--- src/rtl/dm_pkg.sv ---
// Shared definitions for the data-memory access path: op encoding, sequencer
// state encoding and the default DM depth. Used by decode, DM and dm_access_ctrl.
package dm_pkg;

  localparam int DM_MEM_DEPTH = 256;

  typedef enum logic [1:0] {
    OP_LOAD  = 2'd0,
    OP_STORE = 2'd1,
    OP_PUSH  = 2'd2,
    OP_POP   = 2'd3
  } dm_op_e;

  typedef enum logic [1:0] {
    S_IDLE  = 2'd0,
    S_ISSUE = 2'd1,
    S_CAPT  = 2'd2,
    S_RESP  = 2'd3
  } dm_state_e;

  // Ops whose result comes back from DM's registered read port.
  function automatic logic op_reads(dm_op_e op);
    return (op == OP_LOAD) || (op == OP_POP);
  endfunction

  // Ops that carry an explicit memory address.
  function automatic logic op_addressed(dm_op_e op);
    return (op == OP_LOAD) || (op == OP_STORE);
  endfunction

endpackage

--- src/rtl/dm_sp_reg.sv ---
// Stack pointer register with increment/decrement and full/empty flags.
// Optional feature macro: DM_STACK_GUARD_EN
//   defined   : sp moves freely in DATA_W bits, full at STACK_LIMIT, empty at
//               STACK_BASE (the caller refuses PUSH/POP on those flags).
//   undefined : flags never assert and sp wraps modulo MEM_DEPTH.
module dm_sp_reg
  import dm_pkg::*;
#(
  parameter int                 DATA_W      = 16,
  parameter int                 MEM_DEPTH   = DM_MEM_DEPTH,
  parameter logic [DATA_W-1:0]  STACK_BASE  = 'h00C0,
  parameter logic [DATA_W-1:0]  STACK_LIMIT = 'h0100
) (
  input  logic              i_clk,
  input  logic              i_rst,
  input  logic              i_inc,
  input  logic              i_dec,
  output logic [DATA_W-1:0] o_sp,
  output logic [DATA_W-1:0] o_sp_dec,
  output logic              o_full,
  output logic              o_empty
);

  localparam logic [DATA_W-1:0] LP_ONE = DATA_W'(1);
  localparam logic [DATA_W-1:0] LP_TOP = DATA_W'(MEM_DEPTH - 1);

  logic [DATA_W-1:0] r_sp;
  logic [DATA_W-1:0] w_sp_inc;
  logic [DATA_W-1:0] w_sp_dec;

`ifdef DM_STACK_GUARD_EN
  // Guarded: plain DATA_W arithmetic; the equality flags keep sp in range.
  assign w_sp_inc = r_sp + LP_ONE;
  assign w_sp_dec = r_sp - LP_ONE;
  assign o_full   = (r_sp == STACK_LIMIT);
  assign o_empty  = (r_sp == STACK_BASE);
`else
  // Unguarded: wrap inside the DM address space so dm_sp is always legal.
  assign w_sp_inc = (r_sp == LP_TOP) ? '0 : r_sp + LP_ONE;
  assign w_sp_dec = (r_sp == '0) ? LP_TOP : r_sp - LP_ONE;
  assign o_full   = 1'b0;
  assign o_empty  = 1'b0;
`endif

  // Stack pointer update; inc and dec are mutually exclusive by construction.
  always_ff @(posedge i_clk) begin
    if (i_rst)      r_sp <= STACK_BASE;
    else if (i_inc) r_sp <= w_sp_inc;
    else if (i_dec) r_sp <= w_sp_dec;
  end

  assign o_sp     = r_sp;
  assign o_sp_dec = w_sp_dec;

endmodule

--- src/rtl/dm_access_ctrl.sv ---
// Sequencer in front of the data memory. Takes one request at a time, bounds
// checks it, drives one registered DM strobe, waits out DM's read latency and
// holds the response until the consumer takes it.
// Optional feature macro: DM_STACK_GUARD_EN (stack full/empty rejection,
// handled inside dm_sp_reg).
module dm_access_ctrl
  import dm_pkg::*;
#(
  parameter int                 DATA_W      = 16,
  parameter int                 MEM_DEPTH   = DM_MEM_DEPTH,
  parameter logic [DATA_W-1:0]  STACK_BASE  = 'h00C0,
  parameter logic [DATA_W-1:0]  STACK_LIMIT = 'h0100
) (
  input  logic              i_clk,
  input  logic              i_rst,
  input  logic              i_req_valid,
  output logic              o_req_ready,
  input  logic [1:0]        i_req_op,
  input  logic [DATA_W-1:0] i_req_addr,
  input  logic [DATA_W-1:0] i_req_data,
  output logic              o_rsp_valid,
  input  logic              i_rsp_ready,
  output logic [DATA_W-1:0] o_rsp_data,
  output logic              o_rsp_err,
  output logic              o_dm_load,
  output logic              o_dm_store,
  output logic              o_dm_push,
  output logic              o_dm_pop,
  output logic [DATA_W-1:0] o_dm_val,
  output logic [DATA_W-1:0] o_dm_rez,
  output logic [DATA_W-1:0] o_dm_sp,
  input  logic [DATA_W-1:0] i_dm_out,
  output logic [DATA_W-1:0] o_sp
);

  // One extra bit so MEM_DEPTH == 2**DATA_W still compares correctly.
  localparam logic [DATA_W:0] LP_DEPTH = (DATA_W+1)'(MEM_DEPTH);

  dm_state_e         r_state, w_next;
  dm_op_e            r_op;
  dm_op_e            w_op;
  logic              w_accept;
  logic              w_addr_oob;
  logic              w_req_err;
  logic              w_sp_inc, w_sp_dec;
  logic              w_full, w_empty;
  logic [DATA_W-1:0] w_sp, w_sp_dec_val;

  logic              r_rsp_valid;
  logic [DATA_W-1:0] r_rsp_data;
  logic              r_rsp_err;
  logic              r_dm_load, r_dm_store, r_dm_push, r_dm_pop;
  logic [DATA_W-1:0] r_dm_val, r_dm_rez, r_dm_sp;

  assign w_op       = dm_op_e'(i_req_op);
  assign w_accept   = (r_state == S_IDLE) && i_req_valid;
  assign w_addr_oob = ({1'b0, i_req_addr} >= LP_DEPTH);

  // sp moves once, at the end of the ISSUE cycle of an accepted PUSH/POP.
  assign w_sp_inc = (r_state == S_ISSUE) && (r_op == OP_PUSH);
  assign w_sp_dec = (r_state == S_ISSUE) && (r_op == OP_POP);

  dm_sp_reg #(
    .DATA_W      (DATA_W),
    .MEM_DEPTH   (MEM_DEPTH),
    .STACK_BASE  (STACK_BASE),
    .STACK_LIMIT (STACK_LIMIT)
  ) u_sp (
    .i_clk    (i_clk),
    .i_rst    (i_rst),
    .i_inc    (w_sp_inc),
    .i_dec    (w_sp_dec),
    .o_sp     (w_sp),
    .o_sp_dec (w_sp_dec_val),
    .o_full   (w_full),
    .o_empty  (w_empty)
  );

  // Request rejection: address range for LOAD/STORE, stack flags for PUSH/POP.
  always_comb begin
    w_req_err = 1'b0;
    case (w_op)
      OP_LOAD, OP_STORE: w_req_err = w_addr_oob;
      OP_PUSH:           w_req_err = w_full;
      OP_POP:            w_req_err = w_empty;
      default:           w_req_err = 1'b0;
    endcase
  end

  // FSM state register.
  always_ff @(posedge i_clk) begin
    if (i_rst) r_state <= S_IDLE;
    else       r_state <= w_next;
  end

  // FSM next state: rejected requests skip straight to RESP, reads detour via CAPT.
  always_comb begin
    w_next = r_state;
    case (r_state)
      S_IDLE:  if (w_accept) w_next = w_req_err ? S_RESP : S_ISSUE;
      S_ISSUE: w_next = op_reads(r_op) ? S_CAPT : S_RESP;
      S_CAPT:  w_next = S_RESP;
      S_RESP:  if (i_rsp_ready) w_next = S_IDLE;
      default: w_next = S_IDLE;
    endcase
  end

  // Strobes, DM operands and response registers. Strobes are set on accept so
  // they are high for exactly the ISSUE cycle; pop pre-decrements the address
  // because DM reads mem[sp] while our sp points at the next free slot.
  always_ff @(posedge i_clk) begin
    if (i_rst) begin
      r_op        <= OP_LOAD;
      r_dm_load   <= 1'b0;
      r_dm_store  <= 1'b0;
      r_dm_push   <= 1'b0;
      r_dm_pop    <= 1'b0;
      r_dm_val    <= '0;
      r_dm_rez    <= '0;
      r_dm_sp     <= '0;
      r_rsp_valid <= 1'b0;
      r_rsp_data  <= '0;
      r_rsp_err   <= 1'b0;
    end else begin
      r_dm_load  <= 1'b0;
      r_dm_store <= 1'b0;
      r_dm_push  <= 1'b0;
      r_dm_pop   <= 1'b0;
      case (r_state)
        S_IDLE: begin
          if (w_accept) begin
            r_op <= w_op;
            if (w_req_err) begin
              r_rsp_valid <= 1'b1;
              r_rsp_err   <= 1'b1;
              r_rsp_data  <= '0;
            end else begin
              r_dm_load  <= (w_op == OP_LOAD);
              r_dm_store <= (w_op == OP_STORE);
              r_dm_push  <= (w_op == OP_PUSH);
              r_dm_pop   <= (w_op == OP_POP);
              if (op_addressed(w_op))
                r_dm_val <= i_req_addr;
              if ((w_op == OP_STORE) || (w_op == OP_PUSH))
                r_dm_rez <= i_req_data;
              if (w_op == OP_PUSH)
                r_dm_sp <= w_sp;
              else if (w_op == OP_POP)
                r_dm_sp <= w_sp_dec_val;
            end
          end
        end
        S_ISSUE: begin
          if (!op_reads(r_op)) begin
            r_rsp_valid <= 1'b1;
            r_rsp_err   <= 1'b0;
            r_rsp_data  <= '0;
          end
        end
        S_CAPT: begin
          r_rsp_valid <= 1'b1;
          r_rsp_err   <= 1'b0;
          r_rsp_data  <= i_dm_out;
        end
        S_RESP: begin
          if (i_rsp_ready) begin
            r_rsp_valid <= 1'b0;
            r_rsp_err   <= 1'b0;
            r_rsp_data  <= '0;
          end
        end
        default: ;
      endcase
    end
  end

  assign o_req_ready = (r_state == S_IDLE);
  assign o_rsp_valid = r_rsp_valid;
  assign o_rsp_data  = r_rsp_data;
  assign o_rsp_err   = r_rsp_err;
  assign o_dm_load   = r_dm_load;
  assign o_dm_store  = r_dm_store;
  assign o_dm_push   = r_dm_push;
  assign o_dm_pop    = r_dm_pop;
  assign o_dm_val    = r_dm_val;
  assign o_dm_rez    = r_dm_rez;
  assign o_dm_sp     = r_dm_sp;
  assign o_sp        = w_sp;

endmodule

--- config.mk ---
export PLATFORM = sky130hd
export DESIGN_NAME = dm_access_ctrl
export DESIGN_NICKNAME = d
export VERILOG_FILES = /design/src/rtl/dm_pkg.sv /design/src/rtl/dm_sp_reg.sv /design/src/rtl/dm_access_ctrl.sv
export SDC_FILE = /design/constraint.sdc
export NUM_CORES = 1
export LEC_CHECK = 0
export CAP_MARGIN = 10
export CORE_MARGIN = 10
export CORE_UTILIZATION = 38
export CTS_BUF_LIST = sky130_fd_sc_hd__clkbuf_8 sky130_fd_sc_hd__clkbuf_16
export DETAILED_ROUTE_END_ITERATION = 8
export GPL_ROUTABILITY_DRIVEN = 0
export PLACE_DENSITY = 0.65
export SYNTH_ARGS = -nofsm -noshare
export SYNTH_HDL_FRONTEND = slang
export SYNTH_SLANG_ARGS = --single-unit
--- constraint.sdc ---
create_clock -name i_clk -period 3.8 [get_ports i_clk]
set_input_delay 0.95 -clock i_clk [delete_from_list [all_inputs] [get_ports i_clk]]
set_output_delay 0.95 -clock i_clk [all_outputs]
set_load 0.03 [all_outputs]
==> impl_summary.txt <==
----------------------------------------------------
[Outcome]
  Status ... finished, final reports clean

[Global routing]
  Global-route wire length before repair ... 23300 um
  Met1 track demand over resource ... 0.1981
  Global route overflow ... 0
  Met2 usage ... 0.2779
  Antenna violations before repair ... 0
  Total global routing track utilization ... 0.1723
  Routing usage on met3 ... 0.07546
  GR peak layer ... met2
  Maximum number of pins on one net before global-route repair ... 81
  Via count of the first global-routing pass ... 4419

[Clock tree]
  CTS tree ... yes
  Number of buffers inserted by hold repair at cts ... 0
  Post-cts repair resize count ... 0
  Bufs on Longest Clock Path ... 2
  Clock latency of the later-clocked register in the worst-skew pair ... 350 ps
  Total number of clock tree sinks ... 90
  Cell at the root of the clock tree ... sky130_fd_sc_hd__clkbuf_16
  Clock-pin slew on the worst setup and hold paths ... 70 ps
  Cts bufs inserted ... 9
  Level count of the clock H-tree ... 3
  Post-CTS setup repair buffer count ... 0

[Routing]
  Number of vias per cell after detailed routing ... 5.570
  Remaining routing DRC violations ... 0
  Detail-routed net length per standard cell ... 17.89 um
  Drt first-iter violations ... 418
  Number of nets still failing antenna checks after routing ... 0
  Drt first pass iters ... 7
  Overall routed net length ... 14620 um
  Via Count ... 4551

[Timing]
  RSZ-0062 raised after global routing ... no
  Final worst-path cycle share ... 0.7948
  Setup-failing EPs final ... 0
  Worst slew margin ... 0.4288
  Clock skew ... 9.888 ps
  Final count of pins violating max slew ... 0
  Slew at the pin closest to its max-slew limit ... 856.9 ps
  Hold Fails Final Rpt ... 0
  Post-route setup TNS ... 0 ps
  Maximum clock frequency ... 0.3311 GHz
  Time the final worst path needs with I/O delays and setup ... 3020 ps

[Yosys]
  Synth Flop Type ... sky130_fd_sc_hd__dfxtp_1
  Number of synthesis warnings ... 0
  Post-synthesis cell count ... 555
  Leading post-synthesis cells by instance count ... 90 x sky130_fd_sc_hd__dfxtp_1, 71 x sky130_fd_sc_hd__nor2_1, 51 x sky130_fd_sc_hd__nand2_1
  Count leader, synth ... sky130_fd_sc_hd__dfxtp_1
  Synthesized cell area ... 0.004596 mm2
  Post-synth net total ... 622
  Cell types occupying the most area after synthesis ... sky130_fd_sc_hd__dfxtp_1 39%, sky130_fd_sc_hd__mux2i_1 7.0%, sky130_fd_sc_hd__nor2_1 5.8%
  Cell taking the most area after synthesis ... sky130_fd_sc_hd__dfxtp_1
  Area share of the largest cell type after synthesis ... 0.3921
  Distinct cells, synth ... 66
  Number of enable-type register cells in the synthesized netlist ... 0
  FFs w/ async S/R, synth ... 0
  Sequential-to-total area share from yosys stat ... 0.3921
  Post-Synthesis Mean Instance Area ... 8.280 um2
  Number of storage elements in the synthesis netlist ... 90

[Finish]
  Layout cell share with drive strength beyond 1 ... 0.05075
  Antenna diode count ... 0
  Sequential cell area ... 0.001802 mm2
  Share of the core filled with cells ... 0.5275
  Nets@finish ... 733
  Layout-stage area growth over the synthesis result ... 36.73%
  Combined area of the multi-input logic cells ... 0.002491 mm2
  Filler cells ... 1134

[Setup path]
  Data arrival time of the critical path ... 2070 ps
  CP required ... 2850 ps
  Worst setup path class ... flip-flop to output port
  Category of the worst setup path capture point ... output port
  Category of the worst setup path launch point ... flip-flop
  Crit path max fanout ... 11

[Floorplan]
  Floorplan die width ... 130.0 um
  Die Ht ... 130.0 um
  Starting utilization of the core area ... 0.3858
  Number of cell rows ... 40
  Ports ... 141
  Area inside the core boundary ... 0.01191 mm2
  Die Outline Area ... 0.01689 mm2

[Placed design]
  Post-detailed-placement half-perimeter wirelength ... 10600 um
  IO Port Bufs ... 140

[Pwr]
  Power per cell area ... 491.6 mW/mm2
  Worst VDD drop ... 0.2782 mV
  Static power due to leakage ... 0.002384 uW

[Worst hold path]
  Hold/Removal Path Class ... flip-flop to flip-flop

[Flow run]
  Max-Cap Viols ... 0

----------------------------------------------------
where the power goes:
part / total (uW) / switching, uW / internal, uW / leakage (uW)
clock: 886 / 369 / 517 / 0.000151
combinational: 1070 / 650 / 422 / 0.00150
sequential: 1130 / 82.4 / 1050 / 0.000730
total: 3090 / 1100 / 1990 / 0.00238
worst max-delay path: stages (launching register included):
cell                              delay (ps)
sky130_fd_sc_hd__dfxtp_1                 340
sky130_fd_sc_hd__inv_1                   130
sky130_fd_sc_hd__ha_1                    470
sky130_fd_sc_hd__clkdlybuf4s50_1         780
registers in the layout, indices dropped and copies added, names as in the netlist, 2 cells and up:
name,count
o_dm_rez,16
o_dm_sp,16
o_dm_val,16
o_rsp_data,16
r_op,2
r_state,2
u_sp.o_sp,16
layout make-up:
class / count / area share
sequential: 90 / 0.2867
clock inverter: 5 / 0.007567
clock buffer: 10 / 0.03803
multi-input combinational: 400 / 0.3965
timing repair buffer: 148 / 0.2318
inverter: 17 / 0.01016
tap: 147 / 0.02927
layout by cell type, fill, tap and decap left out, types with 3 or more instances in the layout:
master	instances
sky130_fd_sc_hd__a21oi_1	40
sky130_fd_sc_hd__nand2_1	51
sky130_fd_sc_hd__a31oi_1	3
sky130_fd_sc_hd__a211oi_1	7
sky130_fd_sc_hd__dfxtp_1	90
sky130_fd_sc_hd__a21o_1	9
sky130_fd_sc_hd__nand4b_1	3
sky130_fd_sc_hd__o221ai_1	3
sky130_fd_sc_hd__nand4_1	8
sky130_fd_sc_hd__buf_4	8
sky130_fd_sc_hd__ha_1	13
sky130_fd_sc_hd__o211ai_1	5
sky130_fd_sc_hd__mux2i_1	32
sky130_fd_sc_hd__nand3_1	36
sky130_fd_sc_hd__o21ai_1	8
sky130_fd_sc_hd__and2_1	5
sky130_fd_sc_hd__o21ai_0	10
sky130_fd_sc_hd__o22ai_1	4
sky130_fd_sc_hd__nor3b_1	6
sky130_fd_sc_hd__clkbuf_16	9
sky130_fd_sc_hd__inv_1	19
sky130_fd_sc_hd__and3_1	3
sky130_fd_sc_hd__nor2_1	71
sky130_fd_sc_hd__nor4_1	10
sky130_fd_sc_hd__nor3_1	17
sky130_fd_sc_hd__clkdlybuf4s50_1	139
sky130_fd_sc_hd__a221oi_1	10
per-layer routing:
layer,part of all wire,routed length (um)
met4,0.017,252
met5,0,0
met1,0.40,5823
met2,0.48,7030
met3,0.10,1509
kinds of logic (layout without fill, tap and decap cells):
kind of cell    Yosys count  in the layout  share of synthesized area
compound gates          127            127                     0.1895
buf+inv                  65            180                    0.06589
simple gates            224            224                     0.2393
mux                      33             33                    0.07215
flops                    90             90                     0.3921
fa+ha+maj                13             13                    0.03539
xor+xnor                  3              3                   0.005718
stage by stage:
stage	cells	setup WS (ps)	hold WS [ps]	total power [uW]	area, um2
2_1_floorplan	555	1181	453.6	1843	4596
3_3_place_gp	802	668.5	430.5	2204	5997
3_5_place_dp	802	589.7	435.4	2226	5997
4_1_cts	817	768.7	444.1	3116	6284
5_1_grt	817	705.8	473.2	3253	6284
6_report	817	779.6	439.9	3089	6284
final timing paths:
check | end | depth (start not counted) | slack (ps) | from
worst max-delay path | o_req_ready | 3 | 780 | r_state[0]$_SDFFE_PP0P_
worst min-delay path | o_dm_sp[6]$_SDFFE_PP0P_ | 2 | 440 | o_dm_sp[6]$_SDFFE_PP0P_
worst max register to register | o_dm_sp[8]$_SDFFE_PP0P_ | 7 | 1200 | u_sp.o_sp[1]$_SDFFE_PP0P_
worst min register to register | o_dm_sp[6]$_SDFFE_PP0P_ | 2 | 440 | o_dm_sp[6]$_SDFFE_PP0P_
No activity file was read; power rests on OpenSTA's default activity.
